**src/rtl/abc_stim_pkg.sv**
```systemverilog
// abc_stim_pkg: shared FSM states and pattern constants for the A/B/C stimulus generator.
package abc_stim_pkg;
   typedef enum logic [1:0] {IDLE, DRIVE, CHECK, FINISH} state_e;
   localparam int NUM_PATTERNS = 8;
   localparam int IDX_W = 3;
endpackage

```
**src/rtl/abc_stimulus_gen_if.sv**
```systemverilog
// abc_stimulus_gen_if: A/B/C stimulus bus and y response of the 3-input target.
interface abc_stimulus_gen_if;
   logic A;
   logic B;
   logic C;
   logic y;
   modport master(output A, output B, output C, input y);
   modport slave(input A, input B, input C, output y);
endinterface

```
**src/rtl/abc_hold_timer.sv**
```systemverilog
// abc_hold_timer: counts 0..HOLD_CYCLES-1 while enabled and flags the last cycle of the window.
module abc_hold_timer #(
   parameter int HOLD_CYCLES = 4
) (
   input  logic clk,
   input  logic rst,
   input  logic clr_i,
   input  logic en_i,
   output logic last_o
);
   localparam int CW = $clog2(HOLD_CYCLES);
   logic [CW-1:0] cnt_q, cnt_d;
   assign last_o = cnt_q == CW'(HOLD_CYCLES - 1);
   always_comb cnt_d = clr_i ? '0 : en_i ? (last_o ? '0 : cnt_q + 1'b1) : cnt_q;
   always_ff @(posedge clk) begin
      if (rst) cnt_q <= '0;
      else cnt_q <= cnt_d;
   end
endmodule

```
**src/rtl/abc_stimulus_gen.sv**
```systemverilog
// abc_stimulus_gen: sweeps {A,B,C} over all 8 patterns, checks y against EXPECT, counts mismatches.
// Optional ABC_LOOP_EN: sweeps repeat back-to-back until a start pulse while busy requests a stop.
module abc_stimulus_gen
   import abc_stim_pkg::*;
#(
   parameter int                      HOLD_CYCLES = 4,
   parameter logic [NUM_PATTERNS-1:0] EXPECT      = 8'b1001_0110,
   parameter int                      ERR_W       = 4
) (
   input  logic             clk,
   input  logic             rst,
   input  logic             start,
   abc_stimulus_gen_if.master abc,
   output logic             busy,
   output logic             done,
   output logic             pass,
   output logic [ERR_W-1:0] err_cnt,
   output logic [IDX_W-1:0] cur_idx
);
   localparam logic [IDX_W-1:0] LAST_IDX = IDX_W'(NUM_PATTERNS - 1);
   state_e state_q, state_d;
   logic [IDX_W-1:0] idx_q, idx_d;
   logic [ERR_W-1:0] err_q, err_d, err_chk;
   logic pass_q, pass_d, y_q, y_d, done_q, done_d, last;
`ifdef ABC_LOOP_EN
   logic stop_q, stop_d;
`endif
   abc_hold_timer #(.HOLD_CYCLES(HOLD_CYCLES)) u_timer (
      .clk   (clk),
      .rst   (rst),
      .clr_i (state_q != DRIVE),
      .en_i  (state_q == DRIVE),
      .last_o(last)
   );
   assign busy    = state_q == DRIVE || state_q == CHECK;
   assign done    = done_q;
   assign pass    = pass_q;
   assign err_cnt = err_q;
   assign cur_idx = idx_q;
   assign {abc.A, abc.B, abc.C} = busy ? idx_q : '0;
   // y was captured at the end of the hold window, so the target had time to settle
   assign err_chk = (y_q != EXPECT[idx_q] && !(&err_q)) ? err_q + 1'b1 : err_q;
   always_comb begin
      state_d = state_q;
      idx_d   = idx_q;
      err_d   = err_q;
      pass_d  = pass_q;
      y_d     = y_q;
      done_d  = 1'b0;
`ifdef ABC_LOOP_EN
      stop_d  = stop_q | (start & busy);
`endif
      case (state_q)
         IDLE: if (start) begin
            state_d = DRIVE;
            idx_d   = '0;
            err_d   = '0;
            pass_d  = 1'b0;
`ifdef ABC_LOOP_EN
            stop_d  = 1'b0;
`endif
         end
         DRIVE: if (last) begin
            y_d     = abc.y;
            state_d = CHECK;
         end
         CHECK: begin
            err_d = err_chk;
            if (idx_q == LAST_IDX) begin
               done_d = 1'b1;
               pass_d = err_chk == '0;
`ifdef ABC_LOOP_EN
               state_d = stop_d ? FINISH : DRIVE;
               if (!stop_d) begin
                  idx_d = '0;
                  err_d = '0;
               end
`else
               state_d = FINISH;
`endif
            end else begin
               idx_d   = idx_q + 1'b1;
               state_d = DRIVE;
            end
         end
         default: state_d = IDLE;
      endcase
   end
   always_ff @(posedge clk) begin
      if (rst) begin
         state_q <= IDLE;
         idx_q   <= '0;
         err_q   <= '0;
         pass_q  <= 1'b0;
         y_q     <= 1'b0;
         done_q  <= 1'b0;
`ifdef ABC_LOOP_EN
         stop_q  <= 1'b0;
`endif
      end else begin
         state_q <= state_d;
         idx_q   <= idx_d;
         err_q   <= err_d;
         pass_q  <= pass_d;
         y_q     <= y_d;
         done_q  <= done_d;
`ifdef ABC_LOOP_EN
         stop_q  <= stop_d;
`endif
      end
   end
endmodule

```
**src/flat_wrapper.sv**
```systemverilog
// flat-port wrapper written by rule: the top's interface ports become plain ports
module abc_stimulus_gen_flat import abc_stim_pkg::*;
#(
   parameter int                      HOLD_CYCLES = 4,
   parameter logic [NUM_PATTERNS-1:0] EXPECT      = 8'b1001_0110,
   parameter int                      ERR_W       = 4
)
  (clk, rst, start, busy, done, pass, err_cnt, cur_idx, abc_A, abc_B, abc_C, abc_y);
  abc_stimulus_gen_if abc_i ();
  input  logic clk;
  input  logic rst;
  input  logic start;
  output logic busy;
  output logic done;
  output logic pass;
  output logic [ERR_W-1:0] err_cnt;
  output logic [IDX_W-1:0] cur_idx;
  output wire logic [$bits(abc_i.A)-1:0] abc_A;
  output wire logic [$bits(abc_i.B)-1:0] abc_B;
  output wire logic [$bits(abc_i.C)-1:0] abc_C;
  input wire logic [$bits(abc_i.y)-1:0] abc_y;
  assign abc_A = abc_i.A;
  assign abc_B = abc_i.B;
  assign abc_C = abc_i.C;
  assign abc_i.y = abc_y;
  abc_stimulus_gen #(.HOLD_CYCLES(HOLD_CYCLES), .EXPECT(EXPECT), .ERR_W(ERR_W)) u_core (.clk(clk), .rst(rst), .start(start), .abc(abc_i), .busy(busy), .done(done), .pass(pass), .err_cnt(err_cnt), .cur_idx(cur_idx));
endmodule
```
**config.mk**
```make
export PLATFORM = sky130hd
export DESIGN_NAME = abc_stimulus_gen_flat
export DESIGN_NICKNAME = d
export VERILOG_FILES = /design/src/rtl/abc_stim_pkg.sv /design/src/rtl/abc_stimulus_gen_if.sv /design/src/rtl/abc_hold_timer.sv /design/src/rtl/abc_stimulus_gen.sv /design/src/flat_wrapper.sv
export SDC_FILE = /design/constraint.sdc
export NUM_CORES = 1
export LEC_CHECK = 0
export ABC_AREA = 1
export CAP_MARGIN = 10
export CORE_MARGIN = 8
export CORE_UTILIZATION = 45
export DETAILED_ROUTE_END_ITERATION = 6
export GPL_TIMING_DRIVEN = 0
export PLACE_DENSITY = 0.76
export SYNTH_ARGS = -nofsm -noshare
export SYNTH_HDL_FRONTEND = slang
export SYNTH_SLANG_ARGS = --single-unit
```
**constraint.sdc**
```tcl
create_clock -name clk -period 1.3 [get_ports clk]
set_input_delay 0.26 -clock clk [delete_from_list [all_inputs] [get_ports clk]]
set_output_delay 0.26 -clock clk [all_outputs]
set_load 0.02 [all_outputs]
```
# ---- Yosys cells after proc, flatten, opt, wreduce, memory -nomap -nowiden
# Memory sizes are Yosys's and may differ from the RTL's. A register that Yosys moved wholly into a read port is not among the register bits.
# Index checks and enable logic that the tools add are counted.
dict set report word_totals {
  regBits 14
  in_bits 4
  romBits 8
  n_memories 1
}
# memory depth width rd rd_ports_with_merged_regs wr line_no
set memory_table {}
lappend memory_table {{(no name shown)} 8 1 1 1 0 abc_stimulus_gen.sv:42} ;# assign err_chk = (y_q != EXPECT[idx_q] && !(&err_q)) ? err_q + 1'b1 : err_q;
dict set report op_classes {
  bitwise 1
  add_sub_neg 3
  n_lt_le_gt_ge 1
  eq_ne 10
  n_mux 19
  reduce_logical 14
}
# op count
set ops {}
lappend ops {{3-bit two-way mux} 5}
lappend ops {{2-bit two-way mux} 4}
lappend ops {{4-bit two-way mux} 2}
lappend ops {{4-bit one-hot mux with 2 select lines} 1}
lappend ops {{2-bit != test, second input constant} 3}
lappend ops {{2-bit one-hot mux with 3 select lines} 1}
lappend ops {{3-bit one-hot mux with 2 select lines} 1}
lappend ops {{2-bit AND reduction} 3}
lappend ops {{3-bit AND reduction} 2}
lappend ops {{4-bit by 1-bit adder with 4-bit output, second input constant} 1}
lappend ops {{2-bit equality test, second input constant} 2}
lappend ops {{4-bit logical NOT} 1}
lappend ops {{3-bit by 4-bit less-than comparator with 1-bit output, second input constant} 1}
lappend ops {{1-bit two-way mux} 4}
lappend ops {{2-bit by 1-bit != test with 1-bit output, second input constant} 2}
lappend ops {{4-bit AND reduction} 1}
lappend ops {{2-bit OR reduction} 2}
lappend ops {{3-bit by 1-bit adder with 3-bit output, second input constant} 1}
lappend ops {{3-bit equality test, second input constant} 1}
lappend ops {{2-bit by 1-bit adder with 2-bit output, second input constant} 1}
lappend ops {{2-bit by 1-bit equality test with 1-bit output, second input constant} 1}
lappend ops {{2-bit logical NOT} 1}
lappend ops {{1-bit one-hot mux with 2 select lines} 1}
lappend ops {{2-bit nonzero test} 1}
lappend ops {{other kinds (5)} 5}

# ---- Longest topological paths before layout
# Gate-level depths: netlist of run 1.
dict set report depth {
  word_depth 8
  depth_mapped 12
}

# ---- Cells and area by module
# From an unflattened synthesis of run 1, not the netlist that was laid out.
dict set report hier_totals {
  cells_unflattened 148
  hier_area_um2 992.2
}
# mod area_each_um2 cells_each n_inst seq_area_each_um2
set modules_own_cells {}
lappend modules_own_cells {abc_stimulus_gen 894.6 134 1 260.2}
lappend modules_own_cells {abc_hold_timer 97.6 14 1 40.0}

# ---- Worst setup path after synthesis of run 1
# Ideal clock, no wire load.
dict set report synth_timing {
  kind {register -> register}
  startpoint {register u_core.idx_q[0] (netlist: u_core.cur_idx[0])}
  endpoint {register with a tool-made name}
  stages_incl_launch_ff 11
  setup_time_ns 0.112
  t_arrival_ns 1.416
  t_required_ns 1.188
  path_slack_ns -0.228
  path_buffers 0
  path_cell_list {dfxtp_1 -> ha_1 -> ha_1 -> inv_1 -> nand3_1 -> a21oi_1 -> nand2_2 -> nand2_2 -> nand2_1 -> nand2_1 -> nand2_1}
}
# item line_no
set synth_rtl {}
lappend synth_rtl {{start: declaration} abc_stimulus_gen.sv:22} ;# logic [IDX_W-1:0] idx_q, idx_d;
lappend synth_rtl {{start signal: assignment} abc_stimulus_gen.sv:102} ;# idx_q <= idx_d;

# ---- Worst setup path after layout of run 1
dict set report layout_timing {
  startpoint {register u_core.state_q[1]}
  endpoint {output port busy}
}
dict set report layout_between {
  elab_chain_len 2
  word_cells_on_any_way 3
  classes_between {eq/ne (2); reduce/logical (1)}
}
# item line_no
set layout_rtl {}
lappend layout_rtl {{start: declaration} abc_stimulus_gen.sv:21} ;# state_e state_q, state_d;
lappend layout_rtl {{start signal: assignment} abc_stimulus_gen.sv:101} ;# state_q <= state_d;
lappend layout_rtl {{2-bit by 1-bit equality test with 1-bit output or 2-bit equality test (tied branches)} abc_stimulus_gen.sv:35} ;# assign busy = state_q == DRIVE || state_q == CHECK;
lappend layout_rtl {{1-bit logical OR *} abc_stimulus_gen.sv:35}
lappend layout_rtl {{end: declaration} flat_wrapper.sv:13} ;# output logic busy;
# Mark *: on every way between the ends. The rest lies on a longest branch, timed or not.

==> results of run 1 <==
==> final timing paths <==
path                             endpoint  slack [ns]  depth (start not counted)
hold / removal          u_core.err_cnt[1]        0.16                          2
hold reg to reg   u_core.u_timer.cnt_q[0]        0.43                          1
setup / recovery                     busy       -0.19                          4
setup reg to reg                     flop       -0.15                         11
==> where the power goes <==
part / internal [W] / switching, W / leakage (nW)
clock network: 0.000120 / 0.000156 / 0.0150
logic: 0.000571 / 0.000715 / 0.448
registers: 0.000544 / 0.0000824 / 0.127
==> critical path, stage by stage, from the launching register on <==
cell	delay, ns
dfxtp_4	0.39
inv_4	0.05
ha_4	0.29
buf_4	0.11
buf_6	0.10
==> kinds of logic (layout without fill, tap and decap cells) <==
kind of cell | count (synthesis) | in the layout | synth area share
buf+inv | 26 | 50 | 0.1186
compound gates | 15 | 15 | 0.09745
flops | 15 | 15 | 0.3390
fa+ha+maj | 7 | 7 | 0.09887
simple gates | 73 | 73 | 0.3461
==> cell usage in the layout (no fill, tap or decap), types with 4 or more instances in the layout <==
cell     Yosys  final
dfxtp_4      0      5
ha_4         0      6
dfxtp_1     15      7
nor2_1       7      4
a21oi_1      8      7
inv_2        1      9
inv_1       24     15
buf_6        1      5
nand2_2      5     11
buf_4        0      5
nand2_1     48     41
nand3_1     10      7
==> registers in the layout (all words and copies together) (netlist names), named ones only <==
| register | flops |
|---|---|
| u_core.y_q | 1 |
| u_core.err_cnt | 4 |
| u_core.state_q | 2 |
| u_core.pass | 1 |
| u_core.done | 1 |
| u_core.u_timer.cnt_q | 2 |
| u_core.cur_idx | 3 |
==> stage by stage <==
stage | instances | worst slack, ns | setup TNS (ns) | total power, W | util
after detailed placement | 178 | -0.4958 | -3.343 | 0.001445 | 0.5882
after global placement | 178 | -0.4675 | -3.033 | 0.001416 | 0.5882
after CTS | 185 | -0.1988 | -0.8178 | 0.001900 | 0.6362
after global routing | 187 | -0.2536 | -1.451 | 0.002320 | 0.6868
final | 187 | -0.1900 | -0.8723 | 0.002188 | 0.6868
after floorplan | 136 | -0.04454 | -0.04454 | 0.001210 | -
==> per-layer routing <==
metal	vias up	track usage	wire length, um
met5	-	0	0
met4	0	0.07143	46
met3	5	0.04449	130
met2	23	0.2180	1206
met1	439	0.1337	886
li1	470	-	-
==> area by class of cell <==
cell class              instances  area, um^2  share of cell area
inverters                      25       96.34             0.07375
clock buffers                   4       26.28             0.02011
repair buffers                 20       182.7              0.1398
multi-input cells              95       633.1              0.4847
flip-flops and latches         15       322.8              0.2471
well taps                      27       33.78             0.02586
plain buffers                   1       11.26            0.008621
==> what timing repair did <==
action	CTS	global route
buffers inserted	3	3
pin swaps	5	10
setup endpoints to repair	22	21
gates resized for setup	54	30
==> flow_summary.json, run 1 <==
{
  "post_synth.cell_area_avg_um2": 6.514,
  "critPathLaunch": "u_core.state_q[1]",
  "dpl-instance-area_um2": 1119,
  "place_hpwl_mm": 1.552,
  "finalCriticalPeriod_ns": 1.490,
  "worstSetupPathType": "reg2out",
  "antenna_found_initial": 0,
  "ys_top_cells_by_count": "48 x nand2_1, 24 x inv_1, 15 x dfxtp_1",
  "vias": 937,
  "synth_cells": 136,
  "clkSinkCount": 15,
  "ys_seq_area_frac": 0.3390,
  "place_congestion": 0.7899,
  "violations": "setup timing",
  "finClkSkew_ns": 0.0009625,
  "whs_ns": 0.1588,
  "antenna_cells": 0,
  "wl_per_cell_um": 12.14,
  "synth_edf_count": 0,
  "rsz0062_at_grt": "true",
  "r2r-start": "u_core.state_q[0]",
  "fin_ws_ns": -0.1900,
  "wl_mm": 2.270,
  "synth_ff_type": "dfxtp_1",
  "hp-start": "rst",
  "area_growth_syn_to_layout_pct": 47.46,
  "synth_area_um2": 885.9,
  "synth_seq_cells": 15,
  "drtAntennaViolNets": 0,
  "fp-row-count": 16,
  "setup_violations": 5,
  "yosysMostFrequentCell": "nand2_1",
  "final_nets": 172,
  "worstSetupStartpointType": "flop",
  "final.period_utilization": 1.146,
  "synthTopCellsByArea": "dfxtp_1 34%, nand2_1 20%, inv_1 10%, ha_1 9.9%, nand3_1 5.6%",
  "status": "finished with violations",
  "ios": 17,
  "coreArea_um2": 1902,
  "grt_pass1_vias": 793,
  "clk_pin_slew_ns": 0.09,
  "power.density_nw_per_um2": 1675,
  "maxSlewHeadroom": 0.8545,
  "syn_nets": 147,
  "die_area_um2": 3645,
  "critical_path.max_fanout": 4,
  "stdcell_area_um2": 1306,
  "clk_latency_ns": 0.29,
  "p_leak_nw": 0.5895,
  "grt_pass1_wl_mm": 3.443,
  "grt_max_degree": 10,
  "grt-ovfl-total": 0,
  "drc": 0,
  "cts_inserted_buffers": 3,
  "arrival_ns": 1.23,
  "layout-drive-gt1-share": 0.4000,
  "synth_top_area_frac": 0.3390,
  "async_flop_share": 0,
  "max_freq_ghz": 0.6712,
  "yosysWarnings": 0,
  "fp.dieW_um": 60.37,
  "numPortBuffers": 15,
  "drv_cap": 0,
  "initial_utilization": 0.4658,
  "drtIter0Drc": 13,
  "end_kind": "primary output",
  "required_ns": 1.04,
  "cts_hold_buf": 0,
  "via_per_inst": 5.011,
  "ctsLongestPathBuffers": 2,
  "firstDrtPassIters": 4,
  "fillers": 176,
  "grtUsageTotal": 0.1278,
  "die_y_um": 60.37,
  "root_buffer": "clkbuf_4",
  "synth_cell_types": 17,
  "vdd_drop_max_mv": 1.275,
  "yosysTopAreaCell": "dfxtp_1",
  "cts_tree": "built",
  "hold_class": "in2reg",
  "htreeDepth": 1,
  "hold_violations": 0,
  "tightest_slew_ns": 0.2192,
  "slew_viol_final": 0
}
Power figures use the tool's default switching activity.
==> run 2, diff against run 1 <==
--- a/config.mk
+++ b/config.mk
@@ -9,6 +9,7 @@
 export CAP_MARGIN = 10
 export CORE_MARGIN = 8
 export CORE_UTILIZATION = 45
+export CTS_CLUSTER_SIZE = 14
 export DETAILED_ROUTE_END_ITERATION = 6
 export GPL_TIMING_DRIVEN = 0
 export PLACE_DENSITY = 0.76
==> results of run 2 <==
The final DEF is identical to that of run 1; final timing and power are the same.
==> run 3, diff against run 2 <==
--- a/config.mk
+++ b/config.mk
@@ -5,14 +5,15 @@
 export SDC_FILE = /design/constraint.sdc
 export NUM_CORES = 1
 export LEC_CHECK = 0
-export ABC_AREA = 1
+export ABC_AREA = 0
 export CAP_MARGIN = 10
 export CORE_MARGIN = 8
-export CORE_UTILIZATION = 45
+export CORE_UTILIZATION = 44
+export CTS_CLUSTER_DIAMETER = 100
 export CTS_CLUSTER_SIZE = 14
 export DETAILED_ROUTE_END_ITERATION = 6
 export GPL_TIMING_DRIVEN = 0
-export PLACE_DENSITY = 0.76
+export PLACE_DENSITY = 0.73
 export SYNTH_ARGS = -nofsm -noshare
 export SYNTH_HDL_FRONTEND = slang
 export SYNTH_SLANG_ARGS = --single-unit
==> run 3 against run 2 <==
The run still ends with setup timing left. Core utilization grew 6.4 points. Maximum frequency shrank 7.1%. Via count shrank 8.1%. Hold slack gained 0.28 ns. Die area shrank 1.2%. Clock power shrank 5%. Synthesized area shrank 3.8%. Sequential cell count is the same. Highest routed layer unchanged.
==> flow_summary.json, run 3 <==
{
  "status": "finished with violations",
  "violations": "setup timing",
  "ys_top_cells_by_count": "15 x dfxtp_1, 10 x nand2_1, 10 x nor2_1",
  "yosys.area_share.xor_xnor": 0.04846,
  "synth_ff_type": "dfxtp_1",
  "rrSetupSlack_ns": -0.30,
  "r2r-start": "u_core.state_q[0]",
  "required_ns": 1.53,
  "path_buf_inv": 1,
  "grt-ovfl-total": 0,
  "vias": 861,
  "place_congestion": 0.8010,
  "synth_cells": 97,
  "synth_seq_cells": 15,
  "final_nets": 144,
  "antenna_found_initial": 0,
  "synth_area_um2": 852.1,
  "clk_latency_ns": 0.28,
  "vdd_drop_max_mv": 1.135,
  "yosysTopAreaCell": "dfxtp_1",
  "synth_edf_count": 0,
  "synth-compound-area-share": 0.1982,
  "maxSlewHeadroom": 0.7248,
  "cp_cell_sequence": "inv_4 -> ha_4 -> and2b_2 -> o21ai_2 -> a22oi_2 -> xor3_1 -> nor2_1",
  "arrival_ns": 1.83,
  "final_common_cell": "buf_4",
  "post_synth.cell_area_avg_um2": 8.784,
  "syn_nets": 108,
  "antenna_cells": 0,
  "fp.dieW_um": 60.01,
  "grt_pass1_vias": 865,
  "holdPathEnd": "u_core.u_timer.cnt_q[0]",
  "finClkSkew_ns": 0.003340,
  "htreeDepth": 1,
  "synth-simple-area-share": 0.2467,
  "area_growth_syn_to_layout_pct": 67.55,
  "coreArea_um2": 1902,
  "die_y_um": 60.01,
  "clk_pin_slew_ns": 0.08,
  "tightest_slew_ns": 0.4099,
  "critical_path.max_fanout": 4,
  "synth_cell_types": 37,
  "via_per_inst": 5.415,
  "die_area_um2": 3601,
  "crit_slowest_cell": "xor3_1",
  "yosysMostFrequentCell": "dfxtp_1",
  "fp-row-count": 16,
  "drtIter0Drc": 18,
  "worstSetupStartpointType": "flop",
  "grt_max_degree": 11,
  "slowest_delay_ns": 0.43,
  "root_buffer": "clkbuf_4",
  "hp-start": "u_core.u_timer.cnt_q[0]",
  "drv_cap": 0,
  "ys_seq_area_frac": 0.3524,
  "synth_top_family_by_area": "simple AND/OR/NAND/NOR gates",
  "cts_hold_buf": 0,
  "layout-drive-gt1-share": 0.5682,
  "setup_violations": 9,
  "drtAntennaViolNets": 0,
  "cts_inserted_buffers": 3,
  "power.total_w": 0.001889,
  "grtUsageTotal": 0.1366,
  "final.period_utilization": 1.234,
  "hold_violations": 0,
  "hold_class": "reg2reg",
  "firstDrtPassIters": 4,
  "largest_register_ffs": 4,
  "grt_pass1_wl_mm": 3.719,
  "initial_utilization": 0.4480,
  "synthMuxAreaShare": 0.01175,
  "dpl-instance-area_um2": 1106,
  "numPortBuffers": 16,
  "max_freq_ghz": 0.6232,
  "power.density_nw_per_um2": 1323,
  "yosysWarnings": 0,
  "synthAdderAreaFrac": 0.1028,
  "stdcell_area_um2": 1428,
  "final_cell_mix": "11 x buf_4, 10 x buf_6, 9 x nor2_1, 7 x nand2_1",
  "synthTopCellsByArea": "dfxtp_1 35%, ha_1 10%, nand2_1 4.4%, nor2_1 4.4%, a22oi_2 2.9%",
  "worstSetupPathType": "reg2reg",
  "cts_tree": "built",
  "place_hpwl_mm": 1.437,
  "clkSinkCount": 15,
  "end_kind": "flop",
  "rsz0062_at_grt": "true",
  "ctsLongestPathBuffers": 2,
  "finalCriticalPeriod_ns": 1.605,
  "fin_setup_tns_ns": -1.091,
  "slew_viol_final": 0,
  "ios": 17,
  "async_flop_share": 0,
  "hold_path_depth": 1,
  "synth_top_area_frac": 0.3524,
  "cpLargestDelayFamily": "XOR/XNOR gates",
  "p_leak_nw": 0.5797,
  "wl_per_cell_um": 14.49,
  "wl_mm": 2.304,
  "ff2ff_path_depth": 7,
  "fin_ws_ns": -0.3045,
  "drc": 0
}
run 3: cell types whose count changed after synthesis, sizes merged, moves of 2 or more:
cell	change
a21oi	-4
a22oi	+3
a31oi	+2
and2	+4
inv	-21
nand2	-43
nand2b	+4
nand3	-5
nor2	+3
nor3	+2
o21ai	+2
run 3: how the worst max path moves through the flow:
stage	start	to	slack [ns]	depth (start not counted)
after floorplan	u_core.cur_idx[1]	flop	-0.32	7
after global placement	start	flop	-0.49	6
after detailed placement	start	flop	-0.51	6
after CTS	u_core.cur_idx[1]	flop	-0.31	7
after global routing	u_core.state_q[0]	flop	-0.38	7
final	u_core.state_q[0]	flop	-0.30	7
run 3: layer usage:
| layer | global-route usage | up-vias | share of wire |
|---|---|---|---|
| met2 | 0.2523 | 26 | 0.52 |
| met3 | 0.03871 | 9 | 0.049 |
| met5 | 0 | - | 0 |
| li1 | - | 420 | - |
| met4 | 0.04762 | 0 | 0.027 |
| met1 | 0.1420 | 406 | 0.41 |
run 3: through the flow:
| stage | worst slack (ns) | std cells | util | hold slack, ns |
|---|---|---|---|---|
| floorplan | -0.3197 | 97 | - | 0.3317 |
| global placement | -0.4927 | 140 | 0.5816 | 0.4159 |
| detailed placement | -0.5104 | 140 | 0.5816 | 0.4288 |
| CTS | -0.3057 | 155 | 0.7013 | 0.4398 |
| global route | -0.3801 | 159 | 0.7507 | 0.4776 |
| finish | -0.3045 | 159 | 0.7507 | 0.4350 |
run 3: report_power, final:
part | leakage, nW | internal (W) | switching (W) | total (W)
combinational | 0.437 | 0.000545 | 0.000544 | 0.00109
clock | 0.0150 | 0.000119 | 0.000143 | 0.000262
sequential | 0.128 | 0.000502 | 0.0000369 | 0.000539
run 3: area by class of cell:
type | instances | area, um^2
clock buffer | 4 | 26.28
sequential | 15 | 325.3
buffer | 2 | 22.52
tap | 27 | 33.78
multi-input combinational | 76 | 723.2
fill | 124 | 474.2
timing repair buffer | 31 | 279.0
inverter | 4 | 17.52
run 3: cells by family (layout without fill, tap and decap cells):
logic type	Yosys count	count (layout)
AND/OR/NAND/NOR	42	42
AO/OA/AOI/OAI	23	23
flip-flops	15	15
adder cells (fa/ha/maj)	7	7
buffers and inverters	6	41
XOR/XNOR	3	3
multiplexers	1	1
run 3: what timing repair did:
action                     4_1_cts  5_1_grt
pin swaps                       10        6
resized for setup               73       19
buffers inserted                11        5
setup endpoints to repair       25       15
gates cloned                     0        0
